$ cat src/rtl/uart_tx_serializer.sv
// UART TX serializer: pops bytes from the TX FIFO and sends start/data/[parity]/stop frames on txd.
// Optional line-break generation is compiled in with `define UART_TX_BREAK_EN (adds break_req).
module uart_tx_serializer #(
    parameter int DATA_BITS = 8,
    parameter int DIV_WIDTH = 16
) (
    input  logic                 clk,
    input  logic                 rst,
    input  logic                 enable,
    input  logic [DIV_WIDTH-1:0] baud_div,
    input  logic                 parity_en,
    input  logic                 parity_odd,
    input  logic                 two_stop,
    input  logic                 fifo_empty,
    output logic                 fifo_rd_en,
    input  logic [DATA_BITS-1:0] fifo_data,
`ifdef UART_TX_BREAK_EN
    input  logic                 break_req,
`endif
    output logic                 txd,
    output logic                 busy,
    output logic                 tx_done
);

    localparam int IDX_W = $clog2(DATA_BITS);
    localparam logic [IDX_W-1:0] LAST_IDX = IDX_W'(DATA_BITS - 1);

    typedef enum logic [2:0] {
        IDLE,
        FETCH,
        START,
        DATA,
        PARITY,
        STOP,
        BRK,
        BRK_REC
    } state_t;

    state_t state_reg, state_next;

    logic [DATA_BITS-1:0] shift_reg;
    logic [DIV_WIDTH-1:0] div_reg;
    logic [DIV_WIDTH-1:0] timer_reg;
    logic [IDX_W-1:0]     bit_cnt_reg;
    logic                 stop_cnt_reg;
    logic                 par_en_reg;
    logic                 par_bit_reg;
    logic                 two_stop_reg;
    logic                 bit_end;
    logic                 brk;

`ifdef UART_TX_BREAK_EN
    assign brk = break_req;
`else
    assign brk = 1'b0;
`endif

    assign bit_end = (timer_reg == '0);
    assign busy    = (state_reg != IDLE);

    always_ff @(posedge clk or posedge rst) begin
        if (rst) begin
            state_reg <= IDLE;
        end else begin
            state_reg <= state_next;
        end
    end

    always_comb begin
        state_next = state_reg;
        fifo_rd_en = 1'b0;
        tx_done    = 1'b0;
        case (state_reg)
            IDLE: begin
                if (brk) begin
                    state_next = BRK;
                end else if (enable && !fifo_empty && !rst) begin
                    fifo_rd_en = 1'b1;
                    state_next = FETCH;
                end
            end
            FETCH:  state_next = START;
            START:  if (bit_end) state_next = DATA;
            DATA: begin
                if (bit_end && bit_cnt_reg == LAST_IDX) begin
                    state_next = par_en_reg ? PARITY : STOP;
                end
            end
            PARITY: if (bit_end) state_next = STOP;
            STOP: begin
                // stop_cnt_reg marks the second stop bit when two stop bits are latched
                if (bit_end && (!two_stop_reg || stop_cnt_reg)) begin
                    tx_done    = 1'b1;
                    state_next = IDLE;
                end
            end
            BRK:     if (!brk) state_next = BRK_REC;
            BRK_REC: if (bit_end) state_next = IDLE;
            default: state_next = IDLE;
        endcase
    end

    always_ff @(posedge clk or posedge rst) begin
        if (rst) begin
            txd          <= 1'b1;
            shift_reg    <= '0;
            div_reg      <= '0;
            timer_reg    <= '0;
            bit_cnt_reg  <= '0;
            stop_cnt_reg <= 1'b0;
            par_en_reg   <= 1'b0;
            par_bit_reg  <= 1'b0;
            two_stop_reg <= 1'b0;
        end else begin
            case (state_reg)
                IDLE: begin
                    txd <= !brk;
                end
                FETCH: begin
                    // Whole frame configuration is frozen here
                    shift_reg    <= fifo_data;
                    div_reg      <= baud_div;
                    timer_reg    <= baud_div;
                    par_en_reg   <= parity_en;
                    par_bit_reg  <= (^fifo_data) ^ parity_odd;
                    two_stop_reg <= two_stop;
                    bit_cnt_reg  <= '0;
                    stop_cnt_reg <= 1'b0;
                    txd          <= 1'b0;
                end
                START: begin
                    if (bit_end) begin
                        txd       <= shift_reg[0];
                        shift_reg <= {1'b0, shift_reg[DATA_BITS-1:1]};
                        timer_reg <= div_reg;
                    end else begin
                        timer_reg <= timer_reg - DIV_WIDTH'(1);
                    end
                end
                DATA: begin
                    if (bit_end) begin
                        timer_reg <= div_reg;
                        if (bit_cnt_reg == LAST_IDX) begin
                            txd <= par_en_reg ? par_bit_reg : 1'b1;
                        end else begin
                            txd         <= shift_reg[0];
                            shift_reg   <= {1'b0, shift_reg[DATA_BITS-1:1]};
                            bit_cnt_reg <= bit_cnt_reg + IDX_W'(1);
                        end
                    end else begin
                        timer_reg <= timer_reg - DIV_WIDTH'(1);
                    end
                end
                PARITY: begin
                    if (bit_end) begin
                        txd       <= 1'b1;
                        timer_reg <= div_reg;
                    end else begin
                        timer_reg <= timer_reg - DIV_WIDTH'(1);
                    end
                end
                STOP: begin
                    if (bit_end) begin
                        timer_reg    <= div_reg;
                        stop_cnt_reg <= 1'b1;
                    end else begin
                        timer_reg <= timer_reg - DIV_WIDTH'(1);
                    end
                end
                BRK: begin
                    // Release of break is followed by one full idle-high bit time
                    txd <= !brk;
                    if (!brk) begin
                        timer_reg <= baud_div;
                    end
                end
                BRK_REC: begin
                    if (!bit_end) begin
                        timer_reg <= timer_reg - DIV_WIDTH'(1);
                    end
                end
                default: begin
                    txd <= 1'b1;
                end
            endcase
        end
    end

endmodule
$ cat config.mk
export PLATFORM = sky130hd
export DESIGN_NAME = uart_tx_serializer
export DESIGN_NICKNAME = d
export VERILOG_FILES = /design/src/rtl/uart_tx_serializer.sv
export SDC_FILE = /design/constraint.sdc
export NUM_CORES = 1
export LEC_CHECK = 0
export BUFFER_PORTS_ARGS = -buffer_cell sky130_fd_sc_hd__buf_2
export CORE_MARGIN = 10
export CORE_UTILIZATION = 53
export DETAILED_ROUTE_END_ITERATION = 10
export PLACE_DENSITY = 0.8
export SYNTH_ARGS = -nofsm -noshare
export SYNTH_HDL_FRONTEND = slang
export SYNTH_SLANG_ARGS = --single-unit
$ cat constraint.sdc
create_clock -name clk -period 2.3 [get_ports clk]
set_clock_uncertainty 0.1 [all_clocks]
set_input_delay 0.115 -clock clk [delete_from_list [all_inputs] [get_ports clk]]
set_output_delay 0.115 -clock clk [all_outputs]
set_load 0.01 [all_outputs]
==> results of run 1 <==
stage by stage:
stage / total power, W / setup slack [ns] / TNS (ns) / util [%] / hold WS (ns)
5_1_grt: 0.003681 / -0.1916 / -2.395 / 71.24 / 0.07839
6_report: 0.003491 / -0.1287 / -1.148 / 71.24 / 0.06251
3_3_place_gp: 0.002596 / -0.005791 / -0.03805 / 62.36 / 0.06843
3_5_place_dp: 0.002647 / -0.02764 / -0.1803 / 62.36 / 0.08528
4_1_cts: 0.003358 / -0.1640 / -1.323 / 68.66 / 0.06070
2_1_floorplan: 0.002110 / 0.006268 / 0 / - / 0.1204
cells in the mapped netlist (all sizes together), types with 3 or more instances:
| cell | count |
|---|---|
| nand2 | 70 |
| dfrtp | 50 |
| o21ai | 25 |
| nor2 | 23 |
| mux2 | 15 |
| a21oi | 14 |
| a32oi | 13 |
| buf | 12 |
| clkbuf | 12 |
| a22o | 11 |
| inv | 7 |
| nand2b | 7 |
| nor3 | 7 |
| nor4 | 7 |
| o211ai | 7 |
| o31ai | 7 |
| xnor2 | 7 |
| ha | 5 |
| a22oi | 4 |
| and3 | 4 |
| nor2b | 4 |
| or3 | 4 |
| a211o | 3 |
| nand3 | 3 |
| nand4 | 3 |
| o22ai | 3 |
| or4 | 3 |
what timing repair did:
| action | 4_1_cts | 5_1_grt |
|---|---|---|
| buffers inserted | 3 | 4 |
| pin swaps | 4 | 14 |
| resized for setup | 9 | 31 |
| hold buffers | 19 | 0 |
| endpoints found under the setup margin | 11 | 29 |
| endpoints found under the hold margin | 38 | 0 |
| gates cloned | 0 | 4 |
layout make-up:
cell class                 count  area (um^2)  share of cell area, %
tap                           75        93.84                  2.225
clock buffer                   6        82.58                  1.958
inverter                       7        26.28                 0.6230
multi-input combinational    274         1907                  45.21
sequential                    51         1277                  30.29
clock inverter                 2        35.03                 0.8306
timing repair buffer         105        795.8                  18.87
power by group through the flow:
| stage | combinational (W) | sequential, W | clock, W |
|---|---|---|---|
| 2_1_floorplan | 0.000726 | 0.00138 | 0 |
| 3_3_place_gp | 0.00124 | 0.00136 | 0 |
| 3_5_place_dp | 0.00127 | 0.00137 | 0 |
| 4_1_cts | 0.00132 | 0.00136 | 0.000673 |
| 5_1_grt | 0.00156 | 0.00141 | 0.000704 |
| 6_report | 0.00144 | 0.00139 | 0.000667 |
worst register-to-register path: cells and delay by family (launching register included):
kind,cells,cell delay [ns]
and+or+nand+nor,3,0.88
DFF,1,0.41
buffers and inverters,3,0.39
muxes,1,0.33
adders and majority gates,1,0.15
AOI/OAI and AO/OA,1,0.07
cells in the final DEF, fill, tap and decap left out, drive strengths merged, types with 11 or more instances in the layout:
cell,netlist,routed
mux2,15,15
a32oi,13,13
nand2,70,70
o21ai,25,25
nor2,23,23
buf,12,85
a22o,11,11
a21oi,14,14
dlygate4sd3,0,19
dfrtp,50,50
path summary, 6_finish.rpt:
kind / from / to / slack, ns
min in group asynchronous: rst / shift_reg[7] / 0.28
setup / recovery: timer_reg[0] / tx_done / -0.13
max in group asynchronous: rst / div_reg[8] / 1.20
setup reg to reg: timer_reg[0] / shift_reg[4] / -0.12
hold reg to reg: div_reg[10] / div_reg[10] / 0.38
hold / removal: fifo_data[7] / shift_reg[7] / 0.06
metal layers:
layer  global-route usage [%]  up-vias  share of wire (%)
li1                         -     1477                  -
met1                    23.09     1557                 39
met2                    30.81      189                 49
met3                    3.805       46                8.4
met4                    8.277        0                3.7
met5                        0        -                  0
kinds of logic (layout without fill, tap and decap cells):
logic type      Yosys count  count (layout)  share of synthesized area, %
simple gates            146             146                         22.85
compound gates           98              98                         22.39
flops                    51              51                         39.54
buf+inv                  31             120                         4.454
mux                      17              17                         6.662
xor+xnor                  8               8                         2.169
fa+ha+maj                 5               5                         1.936
==> results.txt, run 1 <==
Status: complete, but fails checks
Failing checks: negative setup slack
Placed cell area: 3692 um^2
Final WL: 9864 um
Largest area contributor in the netlist: dfrtp_1
Clk_lat worst skew: 0.32 ns
CTS root buffer: clkbuf_8
Tmin final: 2.429 ns
Num ports: 35
Sequential fraction of the synthesis area: 39.54%
Initial antenna violation count: 0
FF+latch count, synth: 51
Slowest cell on the critical path: or4b_4
Pins Over Slew Limit: 0
Final Non-Filler Cells: 520
Vias in the first global route: 3120
Synthesized net count: 392
Final Setup Violations: 15
Combinational Power Share: 41.1%
Largest net degree at the start of global routing: 26
H-tree depth: 2
CP Data Arrival Time: 2.21 ns
Die Wd: 98.08 um
Max-cap violations: 0
Area delta synth->final: 30.56%
IO buf count: 34
CP endpoint kind: primary output
Top FF cell, synth: dfrtp_1
RSZ-0062 raised after global routing: yes
Internal Power: 0.002279 W
WP buf/inv: 3
Global-route wire length before repair: 15200 um
FP Rows: 28
Netlist cell types: 61
Synth Instances: 356
Sw Share: 34.71%
Critical path depth: 8
Kind of cell adding the most delay to the critical path: simple AND/OR/NAND/NOR gates
Fill count: 403
Mapped cell area: 3231 um^2
Placed Cells incl. Taps: 483
Power share of the clock group: 19.1%
Post-DP HPWL: 6367 um
Pwr dens: 827.6 nW/um^2
Overall Global Routing Usage: 18.74%
Synth top area share: 38.73%
Post-layout instance area: 4218 um^2
Via count: 3269
Reg power frac: 39.8%
Congestion Overflow GR: 0
Highest Clock Rate: 0.4117 GHz
Worst hold path depth: 3
Switch Pwr: 0.001212 W
LEAKAGE: 1.887 nW
Setup ws final: -0.1287 ns
CP max stage delay: 0.48 ns
Syn_area_per_cell: 9.075 um^2
Worst Path Required: 2.09 ns
Detailed-route DRC error count: 0
CP Launch Type: flip-flop
First-pass detailed-route iteration total: 6
Core Region: 5921 um^2
CTS sink cnt: 51
Area contributors post-synth: dfrtp_1, nand2_1, a32oi_1
Maximum vdd ir drop: 0.6103 mV
Ant diodes: 0
Layout Nets: 480
Crit path cell chain: inv_2 -> ha_4 -> or4b_4 -> nor4_4 -> buf_4 -> and2_4 -> and3_1 -> buf_2
Initial drt markers: 374
Avg WL per Cell: 18.97 um
Critical path type: reg -> out
Maximum clock path buffer count: 2
Ys Warns: 0
R2r worst-path depth: 9
CTS tree: done
Worst slew pin tran: 0.5692 ns
HP Class: in -> reg
Post-synth EDFFs: 0
Starting Density: 54.56%
ANT nets after route: 0
Clk pin slew, worst setup/hold paths: 0.10 ns
Vias/cell: 6.287
Hold violation count in the final report: 0
Crit path max fanout: 3
Die area: 9619 um^2
Slew HR: 61.57%
Routability cong.: 0.9497
Asr flop ratio synth: 100.0%
Chip height: 98.08 um
Period utilization: 105.6%
Share of layout cells above drive strength 1: 31.69%
TritonCTS buffer count: 5
Note: power is estimated with default switching activity, not from simulation.
==> run 2: changes to the inputs <==
--- a/config.mk
+++ b/config.mk
@@ -7,9 +7,10 @@
 export LEC_CHECK = 0
 export BUFFER_PORTS_ARGS = -buffer_cell sky130_fd_sc_hd__buf_2
 export CORE_MARGIN = 10
-export CORE_UTILIZATION = 53
+export CORE_UTILIZATION = 59
 export DETAILED_ROUTE_END_ITERATION = 10
-export PLACE_DENSITY = 0.8
+export MAX_ROUTING_LAYER = met4
+export PLACE_DENSITY = 0.84
 export SYNTH_ARGS = -nofsm -noshare
 export SYNTH_HDL_FRONTEND = slang
 export SYNTH_SLANG_ARGS = --single-unit
==> constraint.sdc (replaced) <==
create_clock -name clk -period 2.7 [get_ports clk]
set_clock_uncertainty 0.1 [all_clocks]
set_input_delay 0.135 -clock clk [delete_from_list [all_inputs] [get_ports clk]]
set_output_delay 0.135 -clock clk [all_outputs]
set_load 0.01 [all_outputs]
==> run 2 against run 1 <==
The flow now finishes without violations. Combinational power is 40% lower. Sequential power is 11% lower. Via count is 6.7% lower. Global-route usage is 2.5 points higher. Largest power group is now sequential cells.
==> results.txt, run 2 (same netlist as run 1, synthesis figures left out) <==
Status: finished, final reports clean
Ant diodes: 0
Clk_lat worst skew: 0.31 ns
Total negative slack: 0 ns
Reg2Reg Launch Point: timer_reg[8]
Critical R2R Capture: shift_reg[0]
Critical path depth: 6
Num ports: 35
Switch Pwr: 0.0009361 W
HP Class: in -> reg
Via count: 3051
Avg WL per Cell: 18.09 um
Hold violation count in the final report: 0
Detailed-route DRC error count: 0
Maximum clock path buffer count: 2
Reg power frac: 46.3%
Power share of the clock group: 21.6%
FP Rows: 26
Tmin final: 2.598 ns
Sw Share: 35.05%
Chip height: 94.00 um
Core Region: 5205 um^2
Kind of cell adding the most delay to the critical path: simple AND/OR/NAND/NOR gates
CP endpoint kind: primary output
IO buf count: 34
WP buf/inv: 2
Crit path cell chain: or4_1 -> nor4_4 -> buf_4 -> and2_1 -> and3_1 -> buf_2
R2r worst-path depth: 7
Die Wd: 94.00 um
Clk pin slew, worst setup/hold paths: 0.10 ns
Setup ws final: 0.1022 ns
Post-DP HPWL: 5870 um
Layout Nets: 445
Commonest cells after routing, fill and taps aside: nand2_1, dfrtp_1, buf_2
Highest Clock Rate: 0.3849 GHz
Most common cell after layout, fill and taps aside: nand2_1
R2R setup slack: 0.12 ns
Routability cong.: 0.9250
Pins Over Slew Limit: 0
Vias/cell: 6.356
Maximum vdd ir drop: 0.4675 mV
Worst Path Required: 2.47 ns
Largest net degree at the start of global routing: 30
Post-layout instance area: 3810 um^2
Die area: 8835 um^2
Max-cap violations: 0
Internal Power: 0.001735 W
Starting Density: 62.07%
CTS tree: done
Crit path max fanout: 7
Overall Global Routing Usage: 21.27%
Hold path start: fifo_data[7]
Area delta synth->final: 17.93%
CP max stage delay: 0.70 ns
Global-route wire length before repair: 15000 um
CP Data Arrival Time: 2.36 ns
Initial drt markers: 302
Combinational Power Share: 32.1%
Worst Hold End: shift_reg[7]
Share of layout cells above drive strength 1: 21.22%
Final WL: 8682 um
Period utilization: 96.22%
CTS sink cnt: 51
Fill count: 393
LEAKAGE: 1.678 nW
CTS root buffer: clkbuf_8
RSZ-0062 raised after global routing: no
First-pass detailed-route iteration total: 5
Vias in the first global route: 3142
Worst hold path depth: 3
ANT nets after route: 0
CP Launch Type: flip-flop
Pwr dens: 701.0 nW/um^2
Final Setup Violations: 0
Initial antenna violation count: 0
Critical path type: reg -> out
Slowest cell on the critical path: or4_1
Congestion Overflow GR: 0
Placed cell area: 3483 um^2
TritonCTS buffer count: 5
Worst slew pin tran: 0.6441 ns
Pre-CTS WS: 0.1101 ns
Slew HR: 56.66%
H-tree depth: 2
==> run 2: cell types whose count changed in the layout (fill, tap and decap cells not counted), sizes merged <==
| cell | delta |
|---|---|
| buf | -34 |
| clkinv | -1 |
| inv | +1 |
| clkbuf | -1 |
==> run 2: final cells by class <==
cell class	count	area (um^2)	area share (%)
multi-input combinational	274	1809	47.49
sequential	51	1277	33.53
timing repair buffer	70	488.0	12.81
tap	70	87.58	2.299
clock buffer	6	82.58	2.167
clock inverter	2	38.79	1.018
inverter	7	26.28	0.6897
==> run 2: worst max-delay path by stage <==
stage / from / endpoint / slack [ns]
finish: timer_reg[8] / tx_done / 0.10
floorplan: timer_reg[0] / shift_reg[0] / 0.27
global placement: timer_reg[0] / shift_reg[3] / 0.18
detailed placement: timer_reg[0] / shift_reg[1] / 0.11
CTS: timer_reg[8] / tx_done / 0.1
global route: timer_reg[8] / tx_done / 0.004
==> run 2: what timing repair did <==
action / CTS / global route
gates resized for setup: 0 / 1
hold buffers: 19 / 0
gates cloned: 0 / 0
pin swaps: 1 / 0
hold endpoints to repair: 45 / 0
setup endpoints to repair: 1 / 3
setup buffers: 2 / 0
==> run 2: stage by stage <==
| step | hold WS (ns) | total power [W] | utilization [%] | instances |
|---|---|---|---|---|
| 3_5_place_dp | 0.1745 | 0.002057 | 66.92 | 451 |
| 4_1_cts | 0.05317 | 0.002658 | 73.20 | 480 |
| 3_3_place_gp | 0.1611 | 0.002015 | 66.92 | 451 |
| 6_report | 0.05238 | 0.002671 | 73.20 | 480 |
| 5_1_grt | 0.09819 | 0.002833 | 73.20 | 480 |
| 2_1_floorplan | 0.1404 | 0.001795 | - | 356 |
==> run 2: routing by layer <==
metal / up-vias / global-route usage, % / wire, um
met2: 143 / 34.39 / 4253
met4: 0 / 7.089 / 182
li1: 1408 / - / -
met1: 1477 / 26.22 / 3710
met5: - / - / 0
met3: 23 / 3.757 / 535
==> run 2: worst min-delay path: cells and delay by family <==
family	cells	cell delay (ns)
mux	1	0.06
compound gates	1	0.13
buf+inv	1	0.10
==> run 2: power groups by stage <==
stage	clock (W)	sequential [W]	combinational [W]
global route	0.000614	0.00127	0.000950
CTS	0.000583	0.00123	0.000850
floorplan	0	0.00118	0.000617
finish	0.000577	0.00124	0.000858
detailed placement	0	0.00124	0.000817
global placement	0	0.00123	0.000787
==> run 3: changes to the inputs <==
--- a/config.mk
+++ b/config.mk
@@ -6,6 +6,7 @@
 export NUM_CORES = 1
 export LEC_CHECK = 0
 export BUFFER_PORTS_ARGS = -buffer_cell sky130_fd_sc_hd__buf_2
+export CORE_ASPECT_RATIO = 0.75
 export CORE_MARGIN = 10
 export CORE_UTILIZATION = 59
 export DETAILED_ROUTE_END_ITERATION = 10
==> run 3 against run 2 <==
Count of clock-buffer cells in the layout unchanged. Flip-flop and latch count unchanged. Combinational power increased by 0.7%. Global-route usage decreased by 1.2 points. Clock power decreased by 23%. Wire length decreased by 5.3%. Final cell count increased by 1.5%. Power decreased by 4.9%. Core utilization decreased by 1.8 points. Cell area decreased by 0.30%. Critical endpoint unchanged.
==> results.txt, run 3 (same netlist as run 1, synthesis figures left out) <==
CP max stage delay: 0.49 ns
TritonCTS buffer count: 5
Die area: 8866 um^2
Period utilization: 92.56%
Final Setup Violations: 0
Clk_lat worst skew: 0.31 ns
FP Rows: 23
Die Wd: 105.4 um
Highest Clock Rate: 0.4001 GHz
H-tree depth: 2
Total chip power: 0.002541 W
Via count: 3002
CP Data Arrival Time: 2.26 ns
Crit path cell chain: inv_2 -> ha_2 -> or4b_4 -> nor4_4 -> buf_4 -> and2_1 -> and3_1 -> buf_2
Chip height: 84.09 um
Crit path max fanout: 4
Layout Nets: 447
Commonest cells after routing, fill and taps aside: nand2_1, dfrtp_1, buf_2
Pins Over Slew Limit: 0
Share of layout cells above drive strength 1: 21.84%
Pwr dens: 668.9 nW/um^2
Congestion Overflow GR: 0
HP Class: in -> reg
Maximum vdd ir drop: 0.4755 mV
Ant diodes: 0
Critical path type: reg -> out
Largest net degree at the start of global routing: 28
Max-cap violations: 0
Total negative slack: 0 ns
CTS tree: done
Worst slew pin tran: 0.6175 ns
CP endpoint kind: primary output
ANT nets after route: 0
WP buf/inv: 3
Internal Power: 0.001624 W
Slowest cell on the critical path: or4b_4
Slew HR: 58.31%
Initial drt markers: 410
Core Region: 5324 um^2
RSZ-0062 raised after global routing: no
Combinational Power Share: 34.0%
Pre-CTS WS: 0.1543 ns
Global-route wire length before repair: 14570 um
Hold violation count in the final report: 0
First-pass detailed-route iteration total: 5
Avg WL per Cell: 16.89 um
Placed Cells incl. Taps: 456
Starting Density: 60.68%
Maximum clock path buffer count: 2
IO buf count: 34
Sw Share: 36.10%
Overall Global Routing Usage: 20.02%
Num ports: 35
Vias in the first global route: 3030
Most common cell after layout, fill and taps aside: nand2_1
Final WL: 8224 um
LEAKAGE: 1.667 nW
CP Launch Type: flip-flop
Tmin final: 2.499 ns
Setup ws final: 0.2009 ns
Worst Path Required: 2.47 ns
Initial antenna violation count: 0
Power share of the clock group: 17.4%
Vias/cell: 6.164
Routability cong.: 0.9983
Status: finished, final reports clean
CTS root buffer: clkbuf_8
CTS sink cnt: 51
Kind of cell adding the most delay to the critical path: simple AND/OR/NAND/NOR gates
Detailed-route DRC error count: 0
Switch Pwr: 0.0009173 W
Final Non-Filler Cells: 487
Area delta synth->final: 17.58%
Post-DP HPWL: 5727 um
Clk pin slew, worst setup/hold paths: 0.09 ns
Reg power frac: 48.6%
[run 3: cell count changes in the layout (fill, tap and decap cells not counted), sizes merged]
cell and delta:
buf +2, bufinv -1, clkinv +1, clkinvlp +1
inv -1
[run 3: through the flow]
stage / util (%) / area (um^2) / hold slack, ns
after floorplan: - / 3231 / 0.1404
after global placement: 65.55 / 3490 / 0.1222
after detailed placement: 65.55 / 3490 / 0.1253
after CTS: 71.00 / 3780 / 0.05351
after global routing: 71.35 / 3799 / 0.08221
final: 71.35 / 3799 / 0.05395
[run 3: area by class of cell]
| class | count | area [um^2] |
|---|---|---|
| multi-input cells | 274 | 1813 |
| inverters | 7 | 26.28 |
| clock buffers | 6 | 72.57 |
| repair buffers | 72 | 503.0 |
| clock inverters | 2 | 12.51 |
| well taps | 75 | 93.84 |
| flip-flops and latches | 51 | 1277 |
| fillers | 387 | 1525 |
[run 3: tightest hold or removal path, delay by kind of cell]
kind	cells	cell delay, ns
compound gates	1	0.14
buf+inv	1	0.10
mux	1	0.06
[run 3: routing by layer]
metal	up-vias	global-route usage, %	wire, um
li1	1410	-	-
met1	1434	26.86	3719
met2	143	29.50	3749
met3	15	4.321	623
met4	0	5.846	131
met5	-	-	0
[run 3: power groups by stage]
stage	Sequential, W	Clock (W)	Combinational (W)
after floorplan	0.00118	0	0.000617
after global placement	0.00123	0	0.000775
after detailed placement	0.00124	0	0.000799
after CTS	0.00123	0.000448	0.000824
after global routing	0.00127	0.000482	0.000966
final	0.00123	0.000443	0.000864
[run 3: path summary, 6_finish.rpt]
| path | endpoint | cells past startpoint | slack [ns] | start |
|---|---|---|---|---|
| min in group asynchronous | state_reg[2] | 3 | 0.32 | rst |
| max reg2reg | shift_reg[1] | 9 | 0.22 | timer_reg[0] |
| min reg2reg | div_reg[1] | 2 | 0.38 | div_reg[1] |
| max | tx_done | 8 | 0.20 | timer_reg[0] |
| min | shift_reg[7] | 3 | 0.05 | fifo_data[7] |
| max in group asynchronous | txd | 4 | 1.38 | rst |
[run 3: repair_timing]
action | CTS | global route
cloned | 0 | 0
setup buffers | 2 | 2
hold endpoints to repair | 42 | 0
pin swaps | 0 | 1
hold buffers | 19 | 0
resized for setup | 0 | 3
setup endpoints to repair | 1 | 13
